## src/rtl/fsm_pattern_sequencer.sv

```systemverilog
// Drives an LEN-bit pattern MSB-first into a downstream Moore FSM and records its y response per bit.
// Optional abort input enabled by defining SEQ_ABORT_EN.
module fsm_pattern_sequencer #(
   parameter int LEN = 8,
   parameter int CW  = $clog2(LEN+1)
) (
   input  logic           clk,
   input  logic           rst,
   input  logic           start,
   input  logic [LEN-1:0] pattern,
`ifdef SEQ_ABORT_EN
   input  logic           abort,
`endif
   output logic           w,
   output logic           fsm_rst,
   input  logic           y,
   output logic           busy,
   output logic           done,
   output logic [CW-1:0]  hit_count,
   output logic [LEN-1:0] hit_map
);

   localparam int IW = $clog2(LEN);

   typedef enum logic [2:0] {S_IDLE, S_CLEAR, S_SHIFT, S_DRAIN, S_DONE} state_t;

   state_t         r_state;
   logic [LEN-1:0] r_pat;
   logic [IW-1:0]  r_idx;
   logic [IW-1:0]  r_smp_idx;
   logic           r_smp_vld;
   logic           r_w;
   logic           r_fsm_rst;
   logic           r_busy;
   logic           r_done;
   logic [CW-1:0]  r_hit_count;
   logic [LEN-1:0] r_hit_map;
   logic [IW-1:0]  w_idx_dn;

   assign w_idx_dn = r_idx - IW'(1);

   always_ff @(posedge clk or negedge rst) begin
      if (!rst) begin
         r_state     <= S_IDLE;
         r_pat       <= '0;
         r_idx       <= '0;
         r_smp_idx   <= '0;
         r_smp_vld   <= 1'b0;
         r_w         <= 1'b0;
         r_fsm_rst   <= 1'b0;
         r_busy      <= 1'b0;
         r_done      <= 1'b0;
         r_hit_count <= '0;
         r_hit_map   <= '0;
      end else begin
         r_done    <= 1'b0;
         r_fsm_rst <= 1'b0;
         r_smp_vld <= 1'b0;
         // y in this cycle reflects the bit driven in the previous SHIFT cycle
         if (r_smp_vld && y) begin
            r_hit_map[r_smp_idx] <= 1'b1;
            r_hit_count          <= r_hit_count + CW'(1);
         end
         case (r_state)
            S_IDLE: begin
               if (start) begin
                  r_pat       <= pattern;
                  r_hit_count <= '0;
                  r_hit_map   <= '0;
                  r_fsm_rst   <= 1'b1;
                  r_busy      <= 1'b1;
                  r_w         <= 1'b0;
                  r_state     <= S_CLEAR;
               end
            end
            S_CLEAR: begin
               r_idx   <= IW'(LEN-1);
               r_w     <= r_pat[LEN-1];
               r_state <= S_SHIFT;
            end
            S_SHIFT: begin
               r_smp_vld <= 1'b1;
               r_smp_idx <= r_idx;
               if (r_idx == '0) begin
                  r_w     <= 1'b0;
                  r_state <= S_DRAIN;
               end else begin
                  r_idx <= w_idx_dn;
                  r_w   <= r_pat[w_idx_dn];
               end
            end
            S_DRAIN: begin
               r_busy  <= 1'b0;
               r_done  <= 1'b1;
               r_state <= S_DONE;
            end
            S_DONE:  r_state <= S_IDLE;
            default: r_state <= S_IDLE;
         endcase
`ifdef SEQ_ABORT_EN
         // the sample taken in the abort cycle is still kept
         if (abort && r_busy) begin
            r_state   <= S_IDLE;
            r_w       <= 1'b0;
            r_busy    <= 1'b0;
            r_done    <= 1'b0;
            r_fsm_rst <= 1'b0;
            r_smp_vld <= 1'b0;
         end
`endif
      end
   end

   assign w         = r_w;
   assign fsm_rst   = r_fsm_rst;
   assign busy      = r_busy;
   assign done      = r_done;
   assign hit_count = r_hit_count;
   assign hit_map   = r_hit_map;

endmodule

```

## config.mk

```make
export PLATFORM = sky130hd
export DESIGN_NAME = fsm_pattern_sequencer
export DESIGN_NICKNAME = d
export VERILOG_FILES = /design/src/rtl/fsm_pattern_sequencer.sv
export SDC_FILE = /design/constraint.sdc
export NUM_CORES = 1
export LEC_CHECK = 0
export CAP_MARGIN = 0
export CORE_MARGIN = 3
export CORE_UTILIZATION = 54
export DETAILED_ROUTE_END_ITERATION = 7
export GPL_ROUTABILITY_DRIVEN = 0
export PLACE_DENSITY = 0.83
export SLEW_MARGIN = 20
export SYNTH_ARGS = -nofsm -noshare
export SYNTH_HDL_FRONTEND = slang
export SYNTH_SLANG_ARGS = --single-unit
```

## constraint.sdc

```tcl
create_clock -name clk -period 3.7 [get_ports clk]
set_input_delay 0.74 -clock clk [delete_from_list [all_inputs] [get_ports clk]]
set_output_delay 0.74 -clock clk [all_outputs]
set_load 0.02 [all_outputs]
```

==> results.py, run 1 <==
metrics = {
    "power": {
        "netSwitchingPower_uw": 542,
        "p_leak_uw": 0.000819,
        "p_int_uw": 913,
        "power_density_nw_per_um2": 798,
        "combPwrFrac_pct": 41.2,
        "peakVddDrop_mv": 0.507,
        "pwr-share-seq_pct": 45.7,
        "clkPwrFrac_pct": 13.1,
        "p_sw_share_pct": 37.3,
    },
    "worst_setup_path": {
        "startpoint": "start",
        "required_ns": 3.92,
        "crit_type": "in -> reg",
        "crit_arrival_ns": 2.43,
        "worstSetupStartpointType": "input pin",
        "cp_max_fo": 13,
        "end_kind": "flip-flop",
        "r2r_start": "r_state[0]",
    },
    "timing": {
        "rsz0062_at_grt": "no",
        "fmax_mhz": 453,
        "fin_ws_ns": 1.49,
        "relSlewSlack_pct": 60.6,
        "fin_crit_ns": 2.21,
        "period_share_pct": 59.6,
        "slew_violations": 0,
        "skew_ns": 0.0110,
        "worst_pin_slew_ns": 0.588,
        "final-hold-violation-count": 0,
        "finalSetupTns_ns": 0,
        "setup_viol": 0,
    },
    "clock_tree": {
        "cts-buffers-inserted": 5,
        "htreeDepth": 2,
        "cts.sinks": 34,
        "clock_latency_ns": 0.34,
        "post_cts_resized": 0,
        "postCtsSetupBuffers": 0,
        "clk_pin_slew_ns": 0.09,
        "tritoncts": "done",
        "cts_hold_buf": 0,
        "clk_path_buf_depth": 2,
        "root_buffer": "clkbuf_4",
    },
    "logic_synthesis": {
        "yosys-top-cells-area": "dfrtp_1, mux2_2, mux2_1",
        "yosysUniqueCellTypes": 33,
        "ys_seq_elements": 34,
        "synth_cells": 120,
        "avgSynthCellArea_um2": 12.3,
        "synth.top_cell.area_share_pct": 57.6,
        "yosysSeqAreaShare_pct": 57.6,
        "synth_top_area_cell": "dfrtp_1",
        "syn-cell-area_um2": 1480,
        "syn-num-nets": 135,
        "yosys_warnings": 0,
    },
    "placement": {
        "dpl.hpwl_um": 2090,
        "io_buffers": 27,
        "pre_cts_ws_ns": 1.14,
    },
    "drt": {
        "routedWlPerCell_um": 16.2,
        "drc": 0,
        "drtAntennaViolNets": 0,
        "viasPerCell": 5.71,
        "wirelength_um": 2940,
        "vias": 1033,
        "dr.pass1.iters": 4,
        "drtIter0Drc": 21,
    },
    "cells_and_area": {
        "nets": 166,
        "diodes": 0,
        "post-route-util_pct": 71.6,
        "synthToLayoutAreaGrowth_pct": 23.5,
        "drive_above_1_share_pct": 10.6,
    },
    "floorplan": {
        "io_pins": 28,
        "initial_core_util_pct": 58.0,
        "die_area_um2": 3400,
        "die_h_um": 58.3,
        "fp.dieW_um": 58.3,
        "core-area_um2": 2540,
        "num_rows": 18,
    },
    "global_routing": {
        "grt-ovfl-total": 0,
        "grt_max_degree": 35,
        "grt_use_total_pct": 21.0,
        "grt_pass1_vias": 1121,
        "antenna_found_initial": 0,
        "grt_pass1_wl_um": 5220,
    },
    "run_status": {
        "outcome": "finished clean",
    },
    "run": {
        "drv_cap": 0,
    },
    "hold_path": {
        "hp-class": "reg -> reg",
        "holdCritStartpoint": "r_pat[2]",
    },
}
==> state kept, by name, indices dropped and copies added (netlist names) <==
register / cells
r_state: 3
r_smp_vld: 1
w: 1
busy: 1
fsm_rst: 1
r_pat: 8
hit_map: 8
hit_count: 4
r_idx: 3
done: 1
r_smp_idx: 3
==> Yosys cell counts <==
cell type,instances
buf_4,2
a21o_1,1
a31oi_1,2
o21ai_0,2
nand3_1,3
and2_1,1
nand3b_1,1
and3b_1,1
a221oi_1,2
inv_1,4
nor4b_2,1
nor2_1,14
mux2_2,7
xnor2_1,2
o211ai_1,1
o21a_1,1
nor4_1,1
nor3_1,1
and3_1,1
or2b_1,1
a22o_1,1
a221o_1,1
a21oi_1,10
nor2b_1,3
dfrtp_1,34
mux2_1,5
ha_1,3
buf_2,3
xor2_1,2
mux4_1,2
nand2_1,4
or3_1,2
nor3b_2,1
==> cells in the final DEF, fill, tap and decap left out, types with 3 or more instances in the layout <==
cell	Yosys	routed
clkdlybuf4s50_1	0	27
a21oi_1	10	10
nor2_1	14	14
mux2_1	5	5
nand3_1	3	3
ha_1	3	3
dfrtp_1	34	34
mux2_2	7	7
clkbuf_4	0	5
nand2_1	4	4
inv_1	4	4
nor2b_1	3	3
==> through the flow <==
stage                     area [µm²]  hold slack [ns]  total power [µW]  instances
after CTS                       1820            0.491              1470        181
final                           1820            0.492              1460        181
after floorplan                 1480            0.444              1060        120
after global routing            1820            0.511              1570        181
after global placement          1780            0.465              1240        174
after detailed placement        1780            0.471              1270        174
==> cells by family (layout without fill, tap and decap cells) <==
family                     after synthesis  in the layout  share of synthesized area [%]
xor gates and xnor gates                 4              4                           2.37
and+or+nand+nor                         35             35                           12.8
buffers and inverters                    9             40                           3.05
AOI/OAI and AO/OA                       21             21                           8.90
muxes                                   14             14                           12.7
adders and majority gates                3              3                           2.54
DFF                                     34             34                           57.6
==> final cells by class <==
class / count / area [µm²]
clock buffers: 7 / 45.0
fillers: 179 / 722
inverters: 4 / 15.0
multi-input cells: 77 / 589
flip-flops and latches: 34 / 851
well taps: 30 / 37.5
repair buffers: 29 / 285
==> worst paths after layout <==
path / endpoint / slack, ns / cells past startpoint
worst max-delay path: r_pat[7] / 1.49 / 4
worst min-delay path: r_pat[2] / 0.49 / 1
worst max register to register: r_pat[7] / 1.72 / 3
worst min register to register: r_pat[2] / 0.49 / 1
max in group asynchronous: hit_count[2] / 2.60 / 2
min in group asynchronous: w / 0.79 / 2
==> metal layers <==
layer | GRT usage [%] | vias to the layer above | share of wire [%]
li1 | - | 485 | -
met1 | 27.2 | 513 | 45
met2 | 31.7 | 27 | 49
met3 | 5.04 | 8 | 3.6
met4 | 12.9 | 0 | 2.5
met5 | 0 | - | 0
==> worst max-delay path: stages <==
cell and delay (ns):
clkdlybuf4s50_1 0.50, nor4b_4 0.52, buf_4 0.31, mux2_2 0.36
==> power groups by stage <==
stage	Sequential, µW	Clock (µW)	Combinational (µW)
2_1_floorplan	665	0	390
4_1_cts	664	195	608
6_report	665	190	600
5_1_grt	690	213	665
3_5_place_dp	672	0	601
3_3_place_gp	658	0	577
Note: power is estimated with default switching activity, not from simulation.
==> run 2, diff against run 1 <==
--- a/config.mk
+++ b/config.mk
@@ -7,10 +7,10 @@
 export LEC_CHECK = 0
 export CAP_MARGIN = 0
 export CORE_MARGIN = 3
-export CORE_UTILIZATION = 54
+export CORE_UTILIZATION = 50
 export DETAILED_ROUTE_END_ITERATION = 7
 export GPL_ROUTABILITY_DRIVEN = 0
-export PLACE_DENSITY = 0.83
+export PLACE_DENSITY = 0.78
 export SLEW_MARGIN = 20
 export SYNTH_ARGS = -nofsm -noshare
 export SYNTH_HDL_FRONTEND = slang
==> constraint.sdc (replaced) <==
create_clock -name clk -period 2.1 [get_ports clk]
set_input_delay 0.42 -clock clk [delete_from_list [all_inputs] [get_ports clk]]
set_output_delay 0.42 -clock clk [all_outputs]
set_load 0.02 [all_outputs]
==> run 2 against run 1 <==
  * Routed wire length decreased by 9.8%
  * Critical path depth increased by 1
  * Sequential share of layout area decreased by 0.51 points
  * Setup slack got worse by 1.3 ns
==> results.py, run 2 (synthesis gave the netlist of run 1 again) <==
metrics = {
    "floorplan": {
        "io_pins": 28,
        "fp.dieW_um": 60.3,
        "core-area_um2": 2780,
        "die_h_um": 60.3,
        "num_rows": 19,
        "initial_core_util_pct": 53.1,
        "die_area_um2": 3640,
    },
    "worst_setup_path": {
        "crit_type": "reg -> reg",
        "worstSetupStartpointType": "flip-flop",
        "end_kind": "flip-flop",
        "required_ns": 2.33,
        "cp_max_fo": 6,
        "crit_arrival_ns": 2.12,
        "r2r_cells": 5,
    },
    "timing": {
        "slew_violations": 0,
        "fin_crit_ns": 1.89,
        "skew_ns": 0.00572,
        "rsz0062_at_grt": "no",
        "period_share_pct": 90.2,
        "setup_viol": 0,
        "fin_ws_ns": 0.205,
        "final-hold-violation-count": 0,
        "worst_pin_slew_ns": 0.468,
        "fmax_mhz": 528,
        "finalSetupTns_ns": 0,
        "relSlewSlack_pct": 68.7,
        "holdWs_ns": 0.466,
    },
    "drt": {
        "wirelength_um": 2650,
        "routedWlPerCell_um": 14.5,
        "drc": 0,
        "dr.pass1.iters": 4,
        "viasPerCell": 5.55,
        "drtIter0Drc": 29,
        "vias": 1016,
        "drtAntennaViolNets": 0,
    },
    "power": {
        "peakVddDrop_mv": 0.949,
        "power_density_nw_per_um2": 1400,
        "p_leak_uw": 0.000828,
    },
    "clock_tree": {
        "clk_pin_slew_ns": 0.11,
        "postCtsSetupBuffers": 0,
        "cts_hold_buf": 0,
        "cts-buffers-inserted": 5,
        "htreeDepth": 2,
        "post_cts_resized": 0,
        "clock_latency_ns": 0.34,
        "cts.sinks": 34,
        "root_buffer": "clkbuf_4",
        "tritoncts": "done",
        "clk_path_buf_depth": 2,
    },
    "global_routing": {
        "grt_use_total_pct": 16.7,
        "antenna_found_initial": 0,
        "grt_pass1_wl_um": 4310,
        "grt-ovfl-total": 0,
        "grt_max_degree": 35,
        "grt_pass1_vias": 977,
    },
    "cells_and_area": {
        "nFillCells": 207,
        "nets": 166,
        "multi_input_area_um2": 589,
        "final_common_cell": "dfrtp_1",
        "mostFrequentLayoutCells": "dfrtp_1, clkdlybuf4s50_1, nor2_1, a21oi_1, mux2_2",
        "seqCellArea_um2": 851,
        "synthToLayoutAreaGrowth_pct": 24.8,
        "post-route-util_pct": 66.3,
        "diodes": 0,
        "drive_above_1_share_pct": 12.5,
    },
    "placement": {
        "io_buffers": 27,
        "pre_cts_ws_ns": 0.177,
        "dpl.hpwl_um": 1870,
    },
    "hold_path": {
        "hp-class": "in -> async",
    },
    "run": {
        "drv_cap": 0,
    },
    "run_status": {
        "outcome": "finished clean",
    },
}
-- run 2: cell count changes in the layout (fill, tap and decap cells not counted), sizes merged --
cell      before  now
clkbuf         7    6
clkinv         0    1
clkinvlp       0    1
-- run 2: report_power, final --
part	leakage (µW)	switching, µW	internal, µW
Combinational	0.000373	466	570
Clock	0.0000343	224	161
Sequential	0.000421	256	912
-- run 2: worst paths after layout --
check | startpoint | endpoint | slack [ns]
worst max-delay path | r_idx[0] | w | 0.21
worst min register to register | r_pat[2] | r_pat[2] | 0.49
worst min-delay path | rst | fsm_rst | 0.47
min in group clk | r_pat[2] | r_pat[2] | 0.49
max in group asynchronous | rst | done | 1.33
worst max register to register | r_idx[0] | w | 0.21
-- run 2: area by class of cell --
type                    instances  share of cell area, %
clock buffers                   6                   2.78
inverters                       4                  0.815
clock inverters                 2                  0.679
well taps                      31                   2.10
repair buffers                 29                   15.5
flip-flops and latches         34                   46.2
multi-input cells              77                   32.0
-- run 2: through the flow --
step | instance area, µm² | power [µW] | instances
after floorplan | 1480 | 1860 | 120
after detailed placement | 1780 | 2220 | 175
final | 1840 | 2590 | 183
after CTS | 1840 | 2610 | 183
after global placement | 1780 | 2180 | 175
after global routing | 1840 | 2770 | 183
-- run 2: routing by layer --
metal,routed length (µm),track usage [%],up-vias
li1,-,-,486
met1,1160,19.2,498
met2,1290,26.9,24
met3,148,6.17,8
met4,58,9.81,0
met5,0,0,-
-- run 2: worst max-delay path, cell delays in order (launching register included) --
cell	delay, ns
dfrtp_1	0.49
inv_1	0.10
ha_1	0.34
mux4_1	0.29
mux2_2	0.27
a221o_1	0.30
==> run 3, diff against run 2 <==
--- a/config.mk
+++ b/config.mk
@@ -6,11 +6,14 @@
 export NUM_CORES = 1
 export LEC_CHECK = 0
 export CAP_MARGIN = 0
+export CELL_PAD_IN_SITES_DETAIL_PLACEMENT = 1
+export CELL_PAD_IN_SITES_GLOBAL_PLACEMENT = 1
 export CORE_MARGIN = 3
-export CORE_UTILIZATION = 50
+export CORE_UTILIZATION = 40
 export DETAILED_ROUTE_END_ITERATION = 7
 export GPL_ROUTABILITY_DRIVEN = 0
-export PLACE_DENSITY = 0.78
+export GPL_TIMING_DRIVEN = 0
+export PLACE_DENSITY_LB_ADDON = 0.05
 export SLEW_MARGIN = 20
 export SYNTH_ARGS = -nofsm -noshare
 export SYNTH_HDL_FRONTEND = slang
==> run 3 against run 2 <==
  * Clock skew shrank 0.0016 ns
  * Fmax shrank 1.1%
  * Die area grew 22%
  * Clock power grew 29%
  * Combinational power grew 12%
  * Via count grew 3.1%
  * Cell count grew 10%
  * Hold slack lost 0.38 ns
  * Register-to-register slack lost 0.02 ns
  * Cell area grew 4.1%
  * Total power grew 6.8%
  * Highest routed layer unchanged
==> results.py, run 3 (synthesis gave the netlist of run 1 again) <==
metrics = {
    "global_routing": {
        "grt_use_total_pct": 17.0,
        "grt-ovfl-total": 0,
        "antenna_found_initial": 0,
        "grt_max_degree": 19,
        "grt_pass1_wl_um": 5680,
        "grt_pass1_vias": 1179,
    },
    "placement": {
        "dpl.hpwl_um": 2360,
        "pre_cts_ws_ns": -0.0970,
        "post-place-cells": 194,
        "io_buffers": 27,
    },
    "worst_setup_path": {
        "startpoint": "r_idx[0]",
        "cp_slowest_cell": "dfrtp_1",
        "worst-r2r-setup-slack_ns": 0.18,
        "cp_max_fo": 6,
        "worstSetupStartpointType": "flip-flop",
        "end_kind": "flip-flop",
        "r2r_cells": 5,
        "crit_chain": "inv_1, ha_1, mux4_1, mux2_2, a221o_1",
        "crit_buf_inv": 1,
        "max_stage_delay_ns": 0.48,
        "r2r_start": "r_idx[0]",
        "r2r_end": "w",
        "crit_arrival_ns": 2.08,
        "cp.depth": 5,
        "required_ns": 2.26,
        "cp_top_family": "multiplexers",
        "critPathCapture": "w",
        "crit_type": "reg -> reg",
    },
    "drt": {
        "dr.pass1.iters": 3,
        "drtAntennaViolNets": 0,
        "wirelength_um": 3190,
        "drc": 0,
        "vias": 1048,
        "viasPerCell": 5.19,
        "routedWlPerCell_um": 15.8,
        "drtIter0Drc": 31,
    },
    "cells_and_area": {
        "drive_above_1_share_pct": 14.7,
        "nFillCells": 361,
        "synthToLayoutAreaGrowth_pct": 29.9,
        "multi_input_area_um2": 581,
        "nets": 170,
        "final_common_cell": "dfrtp_1",
        "seqCellArea_um2": 851,
        "diodes": 0,
        "mostFrequentLayoutCells": "dfrtp_1, clkdlybuf4s50_1, nor2_1, a21oi_1, mux2_2",
        "final_cells": 202,
    },
    "clock_tree": {
        "clk_pin_slew_ns": 0.07,
        "postCtsSetupBuffers": 0,
        "tritoncts": "done",
        "post_cts_resized": 0,
        "cts_hold_buf": 0,
        "cts-buffers-inserted": 5,
        "cts.sinks": 34,
        "clock_latency_ns": 0.28,
        "htreeDepth": 2,
        "clk_path_buf_depth": 2,
        "root_buffer": "clkbuf_8",
    },
    "timing": {
        "final-hold-violation-count": 0,
        "skew_ns": 0.00410,
        "fmax_mhz": 522,
        "fin_ws_ns": 0.183,
        "relSlewSlack_pct": 65.9,
        "rsz0062_at_grt": "no",
        "worst_pin_slew_ns": 0.509,
        "slew_violations": 0,
        "setup_viol": 0,
        "finalSetupTns_ns": 0,
        "period_share_pct": 91.3,
        "fin_crit_ns": 1.92,
    },
    "floorplan": {
        "initial_core_util_pct": 42.9,
        "core-area_um2": 3440,
        "io_pins": 28,
        "num_rows": 21,
        "fp.dieW_um": 66.8,
        "die_area_um2": 4460,
        "die_h_um": 66.8,
    },
    "power": {
        "total_power_uw": 2760,
        "p_leak_uw": 0.000865,
        "peakVddDrop_mv": 0.654,
        "power_density_nw_per_um2": 1440,
    },
    "run_status": {
        "outcome": "finished clean",
    },
    "run": {
        "drv_cap": 0,
    },
    "hold_path": {
        "hp-class": "in -> async",
    },
}
-- run 3: cell count changes in the layout (fill, tap and decap cells not counted) --
cell	delta
clkbuf_4	-5
clkbuf_8	+5
buf_2	+4
buf_16	+1
clkbuf_1	+1
clkdlybuf4s50_1	-1
clkinvlp_4	-1
nor4b_2	+1
nor4b_4	-1
-- run 3: metrics by stage --
step           util [%]  cell area [µm²]  hold slack (ns)
2_1_floorplan         -             1480            0.124
6_report           55.7             1920           0.0877
3_3_place_gp       52.4             1800            0.462
3_5_place_dp       53.1             1830            0.398
5_1_grt            55.7             1920            0.112
4_1_cts            55.7             1920           0.0978
-- run 3: per-layer routing --
layer	GRT usage [%]	share of wire, %	vias to the layer above
met2	26.9	49	17
li1	-	-	495
met4	6.85	1.2	0
met1	22.5	47	532
met3	3.54	2.7	4
met5	0	0	-
-- run 3: worst reg2reg max path, delay by kind of cell, from the launching register on --
family	cells	cell delay (ns)
compound gates	1	0.29
fa+ha+maj	1	0.34
mux	2	0.58
buf+inv	1	0.11
flops	1	0.48
-- run 3: worst min path at each step --
stage / endpoint / depth (start not counted) / slack, ns / startpoint
floorplan: busy / 0 / 0.12 / rst
global placement: busy / 1 / 0.46 / busy
detailed placement: r_state[2] / 1 / 0.40 / rst
CTS: hit_map[3] / 1 / 0.1 / rst
global route: hit_map[1] / 1 / 0.11 / rst
finish: r_state[2] / 1 / 0.09 / rst
-- run 3: area by class of cell --
cell class / count / share of cell area (%)
Buffer: 5 / 1.57
Clock buffer: 7 / 4.50
Clock inverter: 1 / 0.261
Inverter: 4 / 0.783
Multi-Input combinational cell: 77 / 30.3
Sequential cell: 34 / 44.4
Tap cell: 46 / 3.00
Timing Repair Buffer: 28 / 15.3
-- run 3: power by group --
group	total [µW]	switching (µW)	internal, µW
logic	1160	568	597
registers	1100	190	914
clock network	495	230	265
total	2760	988	1780
